## src/rtl/sys_tile_sched_if.sv

```systemverilog
// ---------------------------------------------------------------------------
// sys_tile_sched_if
// Bundles the tile scheduler's control and status signals.
//   master : layer controller / input buffer side. Drives start, num_tiles,
//            k_len and x_ready. Observes everything else.
//   slave  : the scheduler. Drives busy, done, w_load, w_row, acc_clr,
//            x_valid, out_valid, tile_idx and dbg_state.
// Handshake: a vector moves from the input buffer into the array in a cycle
// where both x_ready (a vector is available) and x_valid (the array takes it)
// are high. x_valid never rises unless x_ready is high.
// start is a level request, looked at only while the scheduler is idle.
// ---------------------------------------------------------------------------
interface sys_tile_sched_if #(
   parameter int ARRAY_N = 8,
   parameter int TILE_W  = 8,
   parameter int K_W     = 10
);
   localparam int ROW_W = $clog2(ARRAY_N);

   logic              start;
   logic [TILE_W-1:0] num_tiles;
   logic [K_W-1:0]    k_len;
   logic              x_ready;
   logic              busy;
   logic              done;
   logic              w_load;
   logic [ROW_W-1:0]  w_row;
   logic              acc_clr;
   logic              x_valid;
   logic              out_valid;
   logic [TILE_W-1:0] tile_idx;
   logic [2:0]        dbg_state;

   modport master (
      output start, num_tiles, k_len, x_ready,
      input  busy, done, w_load, w_row, acc_clr, x_valid, out_valid,
             tile_idx, dbg_state
   );

   modport slave (
      input  start, num_tiles, k_len, x_ready,
      output busy, done, w_load, w_row, acc_clr, x_valid, out_valid,
             tile_idx, dbg_state
   );
endinterface

```

## src/rtl/sys_tile_sched.sv

```systemverilog
// ---------------------------------------------------------------------------
// sys_tile_sched
// Runs a job of num_tiles tiles on the systolic array. Each tile is:
//   WLOAD  : ARRAY_N cycles of weight preload (acc_clr on the first one)
//   STREAM : k_len accepted activation vectors, stalling while x_ready=0
//   DRAIN  : 2*ARRAY_N-1 cycles, results valid on the last ARRAY_N of them
// then a single DONE cycle pulses done.
// Ports:
//   clk, rst : clock, asynchronous active-high reset
//   bus      : sys_tile_sched_if.slave (job request, array controls, status)
// Outputs are a pure decode of the state/counter flops, except x_valid which
// follows x_ready during STREAM.
// ---------------------------------------------------------------------------
module sys_tile_sched #(
   parameter int ARRAY_N = 8,
   parameter int TILE_W  = 8,
   parameter int K_W     = 10
) (
   input  logic              clk,
   input  logic              rst,
   sys_tile_sched_if.slave   bus
);
   localparam int ROW_W = $clog2(ARRAY_N);
   // Wide enough for both the drain length and the largest k_len.
   localparam int CNT_W = (K_W > $clog2(2 * ARRAY_N)) ? K_W : $clog2(2 * ARRAY_N);

   typedef enum logic [2:0] {
      S_IDLE   = 3'd0,
      S_WLOAD  = 3'd1,
      S_STREAM = 3'd2,
      S_DRAIN  = 3'd3,
      S_DONE   = 3'd4
   } state_t;

   state_t            state_q, state_d;
   logic [CNT_W-1:0]  cnt_q, cnt_d;
   logic [TILE_W-1:0] tile_q, tile_d;
   logic [TILE_W-1:0] ntiles_q, ntiles_d;
   logic [K_W-1:0]    klen_q, klen_d;

   logic wload_last, stream_last, drain_last, tile_last;

   assign wload_last  = (cnt_q == CNT_W'(ARRAY_N - 1));
   // Only evaluated in STREAM, which is never entered with klen_q == 0.
   assign stream_last = (cnt_q == (CNT_W'(klen_q) - CNT_W'(1)));
   assign drain_last  = (cnt_q == CNT_W'(2 * ARRAY_N - 2));
   assign tile_last   = (tile_q == (ntiles_q - TILE_W'(1)));

   always_ff @(posedge clk or posedge rst) begin
      if (rst) begin
         state_q  <= S_IDLE;
         cnt_q    <= '0;
         tile_q   <= '0;
         ntiles_q <= '0;
         klen_q   <= '0;
      end else begin
         state_q  <= state_d;
         cnt_q    <= cnt_d;
         tile_q   <= tile_d;
         ntiles_q <= ntiles_d;
         klen_q   <= klen_d;
      end
   end

   always_comb begin
      state_d  = state_q;
      cnt_d    = cnt_q;
      tile_d   = tile_q;
      ntiles_d = ntiles_q;
      klen_d   = klen_q;
      case (state_q)
         S_IDLE: begin
            if (bus.start) begin
               ntiles_d = bus.num_tiles;
               klen_d   = bus.k_len;
               tile_d   = '0;
               cnt_d    = '0;
               // An empty job still reports completion, without touching the array.
               state_d  = (bus.num_tiles != '0) ? S_WLOAD : S_DONE;
            end
         end
         S_WLOAD: begin
            if (wload_last) begin
               cnt_d   = '0;
               state_d = (klen_q != '0) ? S_STREAM : S_DRAIN;
            end else begin
               cnt_d = cnt_q + CNT_W'(1);
            end
         end
         S_STREAM: begin
            // Count only accepted vectors; stalls hold the counter.
            if (bus.x_ready) begin
               if (stream_last) begin
                  cnt_d   = '0;
                  state_d = S_DRAIN;
               end else begin
                  cnt_d = cnt_q + CNT_W'(1);
               end
            end
         end
         S_DRAIN: begin
            if (drain_last) begin
               cnt_d = '0;
               if (tile_last) begin
                  state_d = S_DONE;
               end else begin
                  tile_d  = tile_q + TILE_W'(1);
                  state_d = S_WLOAD;
               end
            end else begin
               cnt_d = cnt_q + CNT_W'(1);
            end
         end
         S_DONE: begin
            cnt_d   = '0;
            state_d = S_IDLE;
         end
         default: begin
            cnt_d   = '0;
            state_d = S_IDLE;
         end
      endcase
   end

   assign bus.busy      = (state_q != S_IDLE);
   assign bus.done      = (state_q == S_DONE);
   assign bus.w_load    = (state_q == S_WLOAD);
   assign bus.w_row     = (state_q == S_WLOAD) ? cnt_q[ROW_W-1:0] : '0;
   assign bus.acc_clr   = (state_q == S_WLOAD) && (cnt_q == '0);
   assign bus.x_valid   = (state_q == S_STREAM) && bus.x_ready;
   // The first ARRAY_N-1 drain cycles are pipeline fill; results follow.
   assign bus.out_valid = (state_q == S_DRAIN) && (cnt_q >= CNT_W'(ARRAY_N - 1));
   assign bus.tile_idx  = tile_q;
   assign bus.dbg_state = state_q;

endmodule
```

## src/flat_wrapper.sv

```systemverilog
// flat-port wrapper written by rule: the top's interface ports become plain ports
module sys_tile_sched_flat 
#(
   parameter int ARRAY_N = 8,
   parameter int TILE_W  = 8,
   parameter int K_W     = 10
)
  (clk, rst, bus_start, bus_num_tiles, bus_k_len, bus_x_ready, bus_busy, bus_done, bus_w_load, bus_w_row, bus_acc_clr, bus_x_valid, bus_out_valid, bus_tile_idx, bus_dbg_state);
  sys_tile_sched_if #(.ARRAY_N(ARRAY_N), .TILE_W(TILE_W), .K_W(K_W)) bus_i ();
  input  logic clk;
  input  logic rst;
  input wire logic [$bits(bus_i.start)-1:0] bus_start;
  input wire logic [$bits(bus_i.num_tiles)-1:0] bus_num_tiles;
  input wire logic [$bits(bus_i.k_len)-1:0] bus_k_len;
  input wire logic [$bits(bus_i.x_ready)-1:0] bus_x_ready;
  output wire logic [$bits(bus_i.busy)-1:0] bus_busy;
  output wire logic [$bits(bus_i.done)-1:0] bus_done;
  output wire logic [$bits(bus_i.w_load)-1:0] bus_w_load;
  output wire logic [$bits(bus_i.w_row)-1:0] bus_w_row;
  output wire logic [$bits(bus_i.acc_clr)-1:0] bus_acc_clr;
  output wire logic [$bits(bus_i.x_valid)-1:0] bus_x_valid;
  output wire logic [$bits(bus_i.out_valid)-1:0] bus_out_valid;
  output wire logic [$bits(bus_i.tile_idx)-1:0] bus_tile_idx;
  output wire logic [$bits(bus_i.dbg_state)-1:0] bus_dbg_state;
  assign bus_i.start = bus_start;
  assign bus_i.num_tiles = bus_num_tiles;
  assign bus_i.k_len = bus_k_len;
  assign bus_i.x_ready = bus_x_ready;
  assign bus_busy = bus_i.busy;
  assign bus_done = bus_i.done;
  assign bus_w_load = bus_i.w_load;
  assign bus_w_row = bus_i.w_row;
  assign bus_acc_clr = bus_i.acc_clr;
  assign bus_x_valid = bus_i.x_valid;
  assign bus_out_valid = bus_i.out_valid;
  assign bus_tile_idx = bus_i.tile_idx;
  assign bus_dbg_state = bus_i.dbg_state;
  sys_tile_sched #(.ARRAY_N(ARRAY_N), .TILE_W(TILE_W), .K_W(K_W)) u_core (.clk(clk), .rst(rst), .bus(bus_i));
endmodule
```

## config.mk

```make
export PLATFORM = sky130hd
export DESIGN_NAME = sys_tile_sched_flat
export DESIGN_NICKNAME = d
export VERILOG_FILES = /design/src/rtl/sys_tile_sched_if.sv /design/src/rtl/sys_tile_sched.sv /design/src/flat_wrapper.sv
export SDC_FILE = /design/constraint.sdc
export NUM_CORES = 1
export LEC_CHECK = 0
export ABC_AREA = 1
export CAP_MARGIN = 20
export CORE_MARGIN = 1
export CORE_UTILIZATION = 55
export CTS_CLUSTER_DIAMETER = 30
export DETAILED_ROUTE_END_ITERATION = 10
export PLACE_DENSITY_LB_ADDON = 0.1
export SLEW_MARGIN = 40
export SYNTH_ARGS = -nofsm -noshare
export SYNTH_HDL_FRONTEND = slang
export SYNTH_SLANG_ARGS = --single-unit
```

## constraint.sdc

```tcl
create_clock -name clk -period 3.6 [get_ports clk]
set_input_delay 0.54 -clock clk [delete_from_list [all_inputs] [get_ports clk]]
set_output_delay 0.54 -clock clk [all_outputs]
set_load 0.005 [all_outputs]
```

==> results.sh, run 1 <==
export IMPL_path_class="reg -> out"
export IMPL_setup_ws_ns=0.999
export IMPL_synth_area_top_cells="dfrtp_1 (34%), nand2_1 (19%), inv_1 (5.7%)"
export IMPL_root_buffer="clkbuf_8"
export IMPL_switching_power_mw=1.12
export IMPL_utilization_pct=70.4
export IMPL_r2r_cells=9
export IMPL_synth_edf_count=0
export IMPL_remaining_drc_errors=0
export IMPL_hpwl_um=4900
export IMPL_yosys_warnings=0
export IMPL_p_seq_share_pct=30.6
export IMPL_dp_cells=513
export IMPL_overflow=0
export IMPL_r2r_slack_ns=1.53
export IMPL_path_max_fanout=8
export IMPL_leakage_nw=1.70
export IMPL_ant_nets=0
export IMPL_fillCellCount=412
export IMPL_synth_ff_type="dfrtp_1"
export IMPL_async_reset_ff_share_pct=100
export IMPL_cap_violations=0
export IMPL_cts_sinks=39
export IMPL_worst_ep_arrival_time_ns=2.06
export IMPL_outcome="finished clean"
export IMPL_first_global_vias=2437
export IMPL_grt_start_max_net_pins=40
export IMPL_final_hold_viol_count=0
export IMPL_drt_pre_antenna_iters=4
export IMPL_fmax_mhz=385
export IMPL_drv_slew=0
export IMPL_power_density_mw_per_mm2=705
export IMPL_nNetsFinal=481
export IMPL_start_util_pct=58.4
export IMPL_r2r_start="u_core.bus.dbg_state[1]"
export IMPL_drive_gt1_share_pct=11.5
export IMPL_hold_ws_ns=0.502
export IMPL_rsz0062_at_grt="false"
export IMPL_setup_tns_ns=0
export IMPL_antenna_found_initial=0
export IMPL_numCtsBuffers=5
export IMPL_top_level_ports=42
export IMPL_htree_levels=2
export IMPL_ys_types=34
export IMPL_final_setup_viol_count=0
export IMPL_area_delta_synth_final_pct=20.5
export IMPL_synth_yosys_seq_area_share_pct=34.5
export IMPL_ys_ff_latch=39
export IMPL_die_area_mm2=0.00544
export IMPL_syn_inst=411
export IMPL_cts_tree="yes"
export IMPL_coreArea_mm2=0.00485
export IMPL_pre_cts_ws_ns=1.33
export IMPL_die_x_um=73.8
export IMPL_num_vias=2611
export IMPL_worst_clock_skew_ns=0.00681
export IMPL_post_cts_buffers=0
export IMPL_start_kind="flip-flop"
export IMPL_fin_area_mm2=0.00341
export IMPL_max_slew_worst_pin_slew_ns=0.706
export IMPL_clockBufferDepth=2
export IMPL_cts_repair_resized=0
export IMPL_endpoint_kind="output pin"
export IMPL_insertedDiodeCount=0
export IMPL_rr_endpoint="u_core.bus.tile_idx[5]"
export IMPL_cts_hold_buf=0
export IMPL_grt_pass1_wl_um=11100
export IMPL_internal_power_mw=1.29
export IMPL_synth_area_mm2=0.00283
export IMPL_drtIter0Drc=159
export IMPL_rows=25
export IMPL_min_period_over_period_pct=72.2
export IMPL_die_y_um=73.8
export IMPL_placed_area_mm2=0.00330
export IMPL_netlist_area_leader_share_pct=34.5
export IMPL_worstHoldPathType="reg -> reg"
export IMPL_avgSynthCellArea_um2=6.89
export IMPL_vias_per_cell=5.01
export IMPL_period_needed_ns=2.60
export IMPL_wl_per_cell_um=12.6
export IMPL_synth_top_area_cell="dfrtp_1"
export IMPL_hp_start="u_core.ntiles_q[7]"
export IMPL_port_buffer_count=41
export IMPL_clkTransAtPathRegs_ns=0.08
export IMPL_syn_num_nets=439
export IMPL_ir_worst_vdd_v=0.000451
export IMPL_clock_latency_ns=0.30
export IMPL_track_usage_pct=26.8
export IMPL_wirelength_um=6550
export IMPL_hold_depth=2
export IMPL_cp_required_ns=3.06
export IMPL_netSwitchingFraction_pct=46.4
export IMPL_instances_no_fill=521
export IMPL_holdPathEnd="u_core.ntiles_q[7]"
export IMPL_finalWeightedCongestion=0.883
export IMPL_maxSlewHeadroom_pct=52.8
export IMPL_finalPower_mw=2.41
export IMPL_p_clk_share_pct=15.9
export IMPL_share_comb_of_total_power_pct=53.5
[power groups by stage]
stage	clock [mW]	combinational, mW	sequential, mW
floorplan	0	0.982	0.692
global placement	0	1.26	0.738
detailed placement	0	1.28	0.736
CTS	0.389	1.29	0.733
global route	0.407	1.47	0.754
finish	0.383	1.29	0.736
[layout make-up]
class                   instances  area (um^2)  share of cell area (%)
clock inverters                 2         35.0                    1.03
inverters                      54          205                    6.01
repair buffers                 42          418                    12.2
well taps                      67         83.8                    2.46
flip-flops and latches         39          976                    28.6
multi-input cells             311         1610                    47.3
clock buffers                   6         82.6                    2.42
[sequential cells by signal, summed over array words and instances (netlist names)]
register              cells
u_core.klen_q            10
u_core.bus.tile_idx       8
u_core.bus.dbg_state      3
u_core.cnt_q             10
u_core.ntiles_q           8
[layout by cell type (no fill, tap or decap), types with 3 or more instances in the layout]
cell type,n
ha_1,6
nor2_1,41
clkdlybuf4s50_1,41
xor2_1,15
inv_1,43
nor2_4,3
clkbuf_8,6
nand3_2,4
o21ai_1,5
nand4_1,5
nor2_2,8
nand3_1,32
o21ai_0,12
inv_2,10
nand2_2,5
nand2_4,3
dfrtp_1,39
xnor2_1,7
nand2_1,143
nor3_1,4
nor3_2,4
nor4_1,3
[synthesized netlist by cell type, types with 6 or more instances]
library cell	n
nand2_1	143
o21ai_0	12
nor2_1	41
inv_1	43
xor2_1	15
dfrtp_1	39
nor2_2	8
nand3_1	32
ha_1	6
inv_2	10
xnor2_1	7
[critical path: stages (launching register included)]
cell and delay [ns]:
dfrtp_1 0.48, nor3_2 0.33, inv_1 0.21, a21oi_1 0.20, clkdlybuf4s50_1 0.54
[routing by layer]
metal	share of wire, %	track usage (%)	wire [um]
met5	0	0	0
met4	1.3	8.33	88
met3	6.2	5.08	404
met2	41	40.2	2680
met1	52	38.9	3380
[how the worst max path moves through the flow]
stage	start	end	slack [ns]	depth (start not counted)
floorplan	u_core.klen_q[0]	u_core.bus.dbg_state[1]	1.90	13
global placement	bus_start	u_core.bus.tile_idx[0]	1.41	7
detailed placement	bus_start	u_core.bus.tile_idx[5]	1.33	7
CTS	u_core.bus.dbg_state[2]	bus_out_valid	1.00	4
global route	u_core.bus.dbg_state[2]	bus_out_valid	0.89	4
finish	u_core.bus.dbg_state[2]	bus_out_valid	1.0	4
[logic make-up after synthesis]
logic type               count (synthesis)  synth area share, %
AO/OA/AOI/OAI                           20                 3.80
XOR/XNOR                                22                 6.80
adder cells (fa/ha/maj)                  6                 2.65
buffers and inverters                   61                 8.57
flip-flops                              39                 34.5
AND/OR/NAND/NOR                        263                 43.7
Power figures use the tool's default switching activity.
==> run 2, diff against run 1 <==
- CORE_UTILIZATION: 55 -> 50
- clock period: 3.6 -> 2.2 ns (I/O delays scaled with it)
==> results.sh, run 2 (same netlist as run 1, synthesis figures left out) <==
export IMPL_outcome="finished clean"
export IMPL_top_level_ports=42
export IMPL_pre_cts_ws_ns=0.243
export IMPL_top_layer="met4"
export IMPL_instances_no_fill=535
export IMPL_track_usage_pct=24.5
export IMPL_finalPower_mw=3.93
export IMPL_slowest_stage="clkdlybuf4s50_1"
export IMPL_coreArea_mm2=0.00547
export IMPL_placed_area_mm2=0.00335
export IMPL_drive_gt1_share_pct=14.7
export IMPL_final_common_cell="nand2_1"
export IMPL_period_needed_ns=2.08
export IMPL_clkTransAtPathRegs_ns=0.08
export IMPL_wirelength_um=6850
export IMPL_cts_sinks=39
export IMPL_final_setup_viol_count=0
export IMPL_path_cells="inv_2 -> nand2_1 -> nor2_1 -> inv_2 -> clkdlybuf4s50_1"
export IMPL_final_hold_viol_count=0
export IMPL_r2r_slack_ns=0.28
export IMPL_die_area_mm2=0.00597
export IMPL_leakage_nw=1.76
export IMPL_final_cell_mix="nand2_1 (143), nor2_1 (41), inv_1 (39), clkdlybuf4s50_1 (39), dfrtp_1 (35)"
export IMPL_drtIter0Drc=165
export IMPL_rsz0062_at_grt="false"
export IMPL_endpoint_kind="output pin"
export IMPL_start_util_pct=51.8
export IMPL_max_slew_worst_pin_slew_ns=0.506
export IMPL_area_delta_synth_final_pct=22.8
export IMPL_port_buffer_count=41
export IMPL_nNetsFinal=490
export IMPL_grt_pass1_wl_um=11500
export IMPL_worst_clock_skew_ns=0.0108
export IMPL_drv_slew=0
export IMPL_wl_met3_um=393
export IMPL_min_period_over_period_pct=94.4
export IMPL_remaining_drc_errors=0
export IMPL_ir_worst_vdd_v=0.000683
export IMPL_route_layer_met1_wl_um=3580
export IMPL_overflow=0
export IMPL_die_x_um=77.3
export IMPL_cp_slowest_stage_delay_ns=0.47
export IMPL_r2r_start="u_core.ntiles_q[0]"
export IMPL_rr_endpoint="u_core.bus.tile_idx[0]"
export IMPL_vias_per_cell=4.97
export IMPL_worst_ep_arrival_time_ns=1.75
export IMPL_start_kind="flip-flop"
export IMPL_setup_ws_ns=0.123
export IMPL_clock_latency_ns=0.30
export IMPL_grt_start_max_net_pins=40
export IMPL_maxSlewHeadroom_pct=66.3
export IMPL_dp_cells=523
export IMPL_numCtsBuffers=5
export IMPL_htree_levels=2
export IMPL_ant_nets=0
export IMPL_root_buffer="clkbuf_8"
export IMPL_fin_area_mm2=0.00348
export IMPL_path_class="reg -> out"
export IMPL_power_density_mw_per_mm2=1130
export IMPL_path_max_fanout=4
export IMPL_rows=27
export IMPL_worstHoldPathType="in -> async"
export IMPL_first_global_vias=2494
export IMPL_hpwl_um=5100
export IMPL_fillCellCount=549
export IMPL_antenna_found_initial=0
export IMPL_cts_hold_buf=0
export IMPL_finalWeightedCongestion=0.852
export IMPL_cap_violations=0
export IMPL_wl_per_cell_um=12.8
export IMPL_fmax_mhz=482
export IMPL_die_y_um=77.3
export IMPL_top_regs="u_core.cnt_q x10, u_core.klen_q x10"
export IMPL_num_vias=2657
export IMPL_cp_top_family="buffers and inverters"
export IMPL_path_buf_inv=3
export IMPL_crit_path_frequent_cell="inv_2"
export IMPL_insertedDiodeCount=0
export IMPL_clockBufferDepth=2
export IMPL_cp_required_ns=1.87
export IMPL_drt_pre_antenna_iters=4
export IMPL_cts_tree="yes"
export IMPL_wl_met2_um=2760
export IMPL_r2r_cells=14
export IMPL_setup_tns_ns=0
[run 2: how the worst max path moves through the flow]
stage	end	startpoint	cells past startpoint	slack [ns]
4_1_cts	bus_acc_clr	u_core.cnt_q[5]	6	0.004
3_5_place_dp	bus_acc_clr	u_core.cnt_q[0]	5	0.24
6_report	bus_busy	u_core.bus.dbg_state[1]	5	0.12
3_3_place_gp	bus_acc_clr	u_core.cnt_q[1]	5	0.30
2_1_floorplan	u_core.bus.dbg_state[1]	u_core.klen_q[0]	13	0.50
5_1_grt	bus_busy	u_core.bus.dbg_state[1]	5	0.05
[run 2: what timing repair did]
item	4_1_cts	5_1_grt
setup buffers	1	3
resized for setup	6	5
pin swaps	0	3
setup endpoints to repair	2	3
[run 2: cell type report]
class | count | area (um^2) | share of cell area [%]
Multi-Input combinational cell | 311 | 1620 | 46.5
Sequential cell | 39 | 981 | 28.2
Timing Repair Buffer | 51 | 503 | 14.5
Inverter | 54 | 205 | 5.90
Tap cell | 72 | 90.1 | 2.59
Clock buffer | 7 | 76.3 | 2.19
Clock inverter | 1 | 5.00 | 0.144
[run 2: routing by layer]
| layer | vias to the layer above | track usage (%) |
|---|---|---|
| li1 | 1375 | - |
| met4 | 0 | 8.49 |
| met5 | - | 0 |
| met1 | 1203 | 36.5 |
| met3 | 11 | 4.52 |
| met2 | 68 | 35.2 |
[run 2: stage by stage]
stage,util [%],hold WS (ns)
floorplan,-,0.447
global placement,61.3,0.484
detailed placement,61.3,0.494
CTS,63.0,0.469
global route,63.6,0.514
finish,63.6,0.458
[run 2: worst min-delay path, cell delays in order]
cell and delay [ns]:
clkdlybuf4s50_1 0.39, inv_1 0.05, buf_4 0.43
[run 2: where the power goes]
part           internal [mW]  leakage (nW)  switching [mW]  total [mW]
sequential             0.936         0.502           0.281        1.22
clock                  0.223        0.0422           0.249       0.471
combinational          0.903          1.21            1.34        2.24
==> run 3, diff against run 2 <==
- CORE_MARGIN: 1 -> unset
- GPL_TIMING_DRIVEN: unset -> 0
==> results.sh, run 3 (same netlist as run 1, synthesis figures left out) <==
export IMPL_outcome="finished clean"
export IMPL_grt_start_max_net_pins=40
export IMPL_num_vias=2680
export IMPL_wl_met2_um=2770
export IMPL_htree_levels=2
export IMPL_root_buffer="clkbuf_8"
export IMPL_power_density_mw_per_mm2=1120
export IMPL_remaining_drc_errors=0
export IMPL_die_x_um=77.3
export IMPL_setup_tns_ns=0
export IMPL_worst_clock_skew_ns=0.00753
export IMPL_top_level_ports=42
export IMPL_rr_endpoint="u_core.cnt_q[8]"
export IMPL_numCtsBuffers=5
export IMPL_internal_power_mw=2.05
export IMPL_cts_sinks=39
export IMPL_wirelength_um=6700
export IMPL_insertedDiodeCount=0
export IMPL_clockBufferDepth=2
export IMPL_drtIter0Drc=115
export IMPL_start_kind="flip-flop"
export IMPL_path_cells="inv_2 -> nor3_4 -> inv_1 -> nor2_1 -> clkdlybuf4s50_1"
export IMPL_final_setup_viol_count=0
export IMPL_path_class="reg -> out"
export IMPL_clock_latency_ns=0.29
export IMPL_drt_pre_antenna_iters=4
export IMPL_die_y_um=77.3
export IMPL_top_layer="met4"
export IMPL_instances_no_fill=540
export IMPL_port_buffer_count=41
export IMPL_p_clk_share_pct=12.2
export IMPL_drive_gt1_share_pct=16.0
export IMPL_seq_area_um2=982
export IMPL_vias_per_cell=4.96
export IMPL_share_comb_of_total_power_pct=56.9
export IMPL_coreArea_mm2=0.00547
export IMPL_route_layer_met1_wl_um=3470
export IMPL_p_seq_share_pct=30.9
export IMPL_min_period_over_period_pct=94.3
export IMPL_final_hold_viol_count=0
export IMPL_r2r_slack_ns=0.21
export IMPL_cp_required_ns=1.87
export IMPL_nNetsFinal=495
export IMPL_maxSlewHeadroom_pct=67.7
export IMPL_rsz0062_at_grt="false"
export IMPL_ir_worst_vdd_v=0.000719
export IMPL_cts_tree="yes"
export IMPL_slowest_stage="clkdlybuf4s50_1"
export IMPL_period_needed_ns=2.08
export IMPL_switching_power_mw=1.87
export IMPL_clkTransAtPathRegs_ns=0.08
export IMPL_grt_pass1_wl_um=11200
export IMPL_top_regs="u_core.cnt_q x10, u_core.klen_q x10"
export IMPL_ant_nets=0
export IMPL_worst_ep_arrival_time_ns=1.75
export IMPL_worstHoldPathType="in -> async"
export IMPL_start_util_pct=51.8
export IMPL_drv_slew=0
export IMPL_final_common_cell="nand2_1"
export IMPL_finalWeightedCongestion=0.849
export IMPL_cts_hold_buf=0
export IMPL_fillCellCount=500
export IMPL_antenna_found_initial=0
export IMPL_dp_cells=524
export IMPL_endpoint_kind="output pin"
export IMPL_hpwl_um=5000
export IMPL_fmax_mhz=482
export IMPL_hold_ws_ns=0.407
export IMPL_multi_input_area_mm2=0.00164
export IMPL_wl_per_cell_um=12.4
export IMPL_overflow=0
export IMPL_path_max_fanout=4
export IMPL_netSwitchingFraction_pct=47.6
export IMPL_die_area_mm2=0.00597
export IMPL_cp_slowest_stage_delay_ns=0.51
export IMPL_r2r_start="u_core.klen_q[0]"
export IMPL_first_global_vias=2445
export IMPL_max_slew_worst_pin_slew_ns=0.485
export IMPL_track_usage_pct=23.7
export IMPL_rows=27
export IMPL_cap_violations=0
export IMPL_wl_met3_um=324
export IMPL_final_cell_mix="nand2_1 (142), nor2_1 (41), inv_1 (39), clkdlybuf4s50_1 (39), dfrtp_1 (34)"
export IMPL_leakage_nw=1.77
export IMPL_r2r_cells=13
export IMPL_area_delta_synth_final_pct=23.9
-- run 3: what timing repair did --
| item | 4_1_cts | 5_1_grt |
|---|---|---|
| pin swaps | 3 | 2 |
| buffers inserted | 4 | 4 |
| gates resized for setup | 10 | 5 |
| setup endpoints to repair | 2 | 3 |
-- run 3: routing by layer --
metal  vias to the layer above  track usage, %
met4                         0            8.11
met1                      1209            34.9
met2                        65            35.0
met3                         8            4.05
li1                       1398               -
met5                         -               0
-- run 3: power groups by stage --
stage / registers, mW / clock network (mW) / logic, mW
after floorplan: 1.13 / 0 / 1.61
after global placement: 1.21 / 0 / 2.06
after detailed placement: 1.20 / 0 / 2.11
after CTS: 1.20 / 0.486 / 2.22
after global routing: 1.24 / 0.513 / 2.53
final: 1.21 / 0.480 / 2.23
-- run 3: through the flow --
step / area, um^2 / setup slack (ns) / power (mW) / util (%)
3_5_place_dp: 3340 / 0.137 / 3.31 / 61.0
2_1_floorplan: 2830 / 0.498 / 2.74 / -
5_1_grt: 3510 / 0.0234 / 4.29 / 64.1
3_3_place_gp: 3330 / 0.0782 / 3.27 / 60.9
6_report: 3510 / 0.125 / 3.92 / 64.1
4_1_cts: 3470 / 0.00258 / 3.90 / 63.4
-- run 3: area by class of cell --
class,instances,share of cell area [%]
multi-input combinational,311,46.7
timing repair buffer,49,13.4
tap,72,2.57
clock buffer,7,2.17
sequential,39,28.0
clock inverter,1,0.143
inverter,54,5.92
buffer,7,1.07
-- run 3: worst max-delay path: cells and delay by family, from the launching register on --
kind | cells | cell delay, ns
buffers and inverters | 3 | 0.71
DFF | 1 | 0.43
and+or+nand+nor | 2 | 0.32
-- run 3: how the worst max path moves through the flow --
stage                                        from                 endpoint  slack (ns)  cells after the start
final                     u_core.bus.dbg_state[1]              bus_x_valid        0.12                      5
after global routing             u_core.klen_q[0]          u_core.cnt_q[6]        0.02                     13
after CTS                 u_core.bus.dbg_state[0]              bus_x_valid       0.003                      5
after detailed placement  u_core.bus.dbg_state[2]            bus_out_valid        0.14                      4
after global placement                        rst         u_core.klen_q[4]        0.08                      2
after floorplan                  u_core.klen_q[0]  u_core.bus.dbg_state[1]        0.50                     13
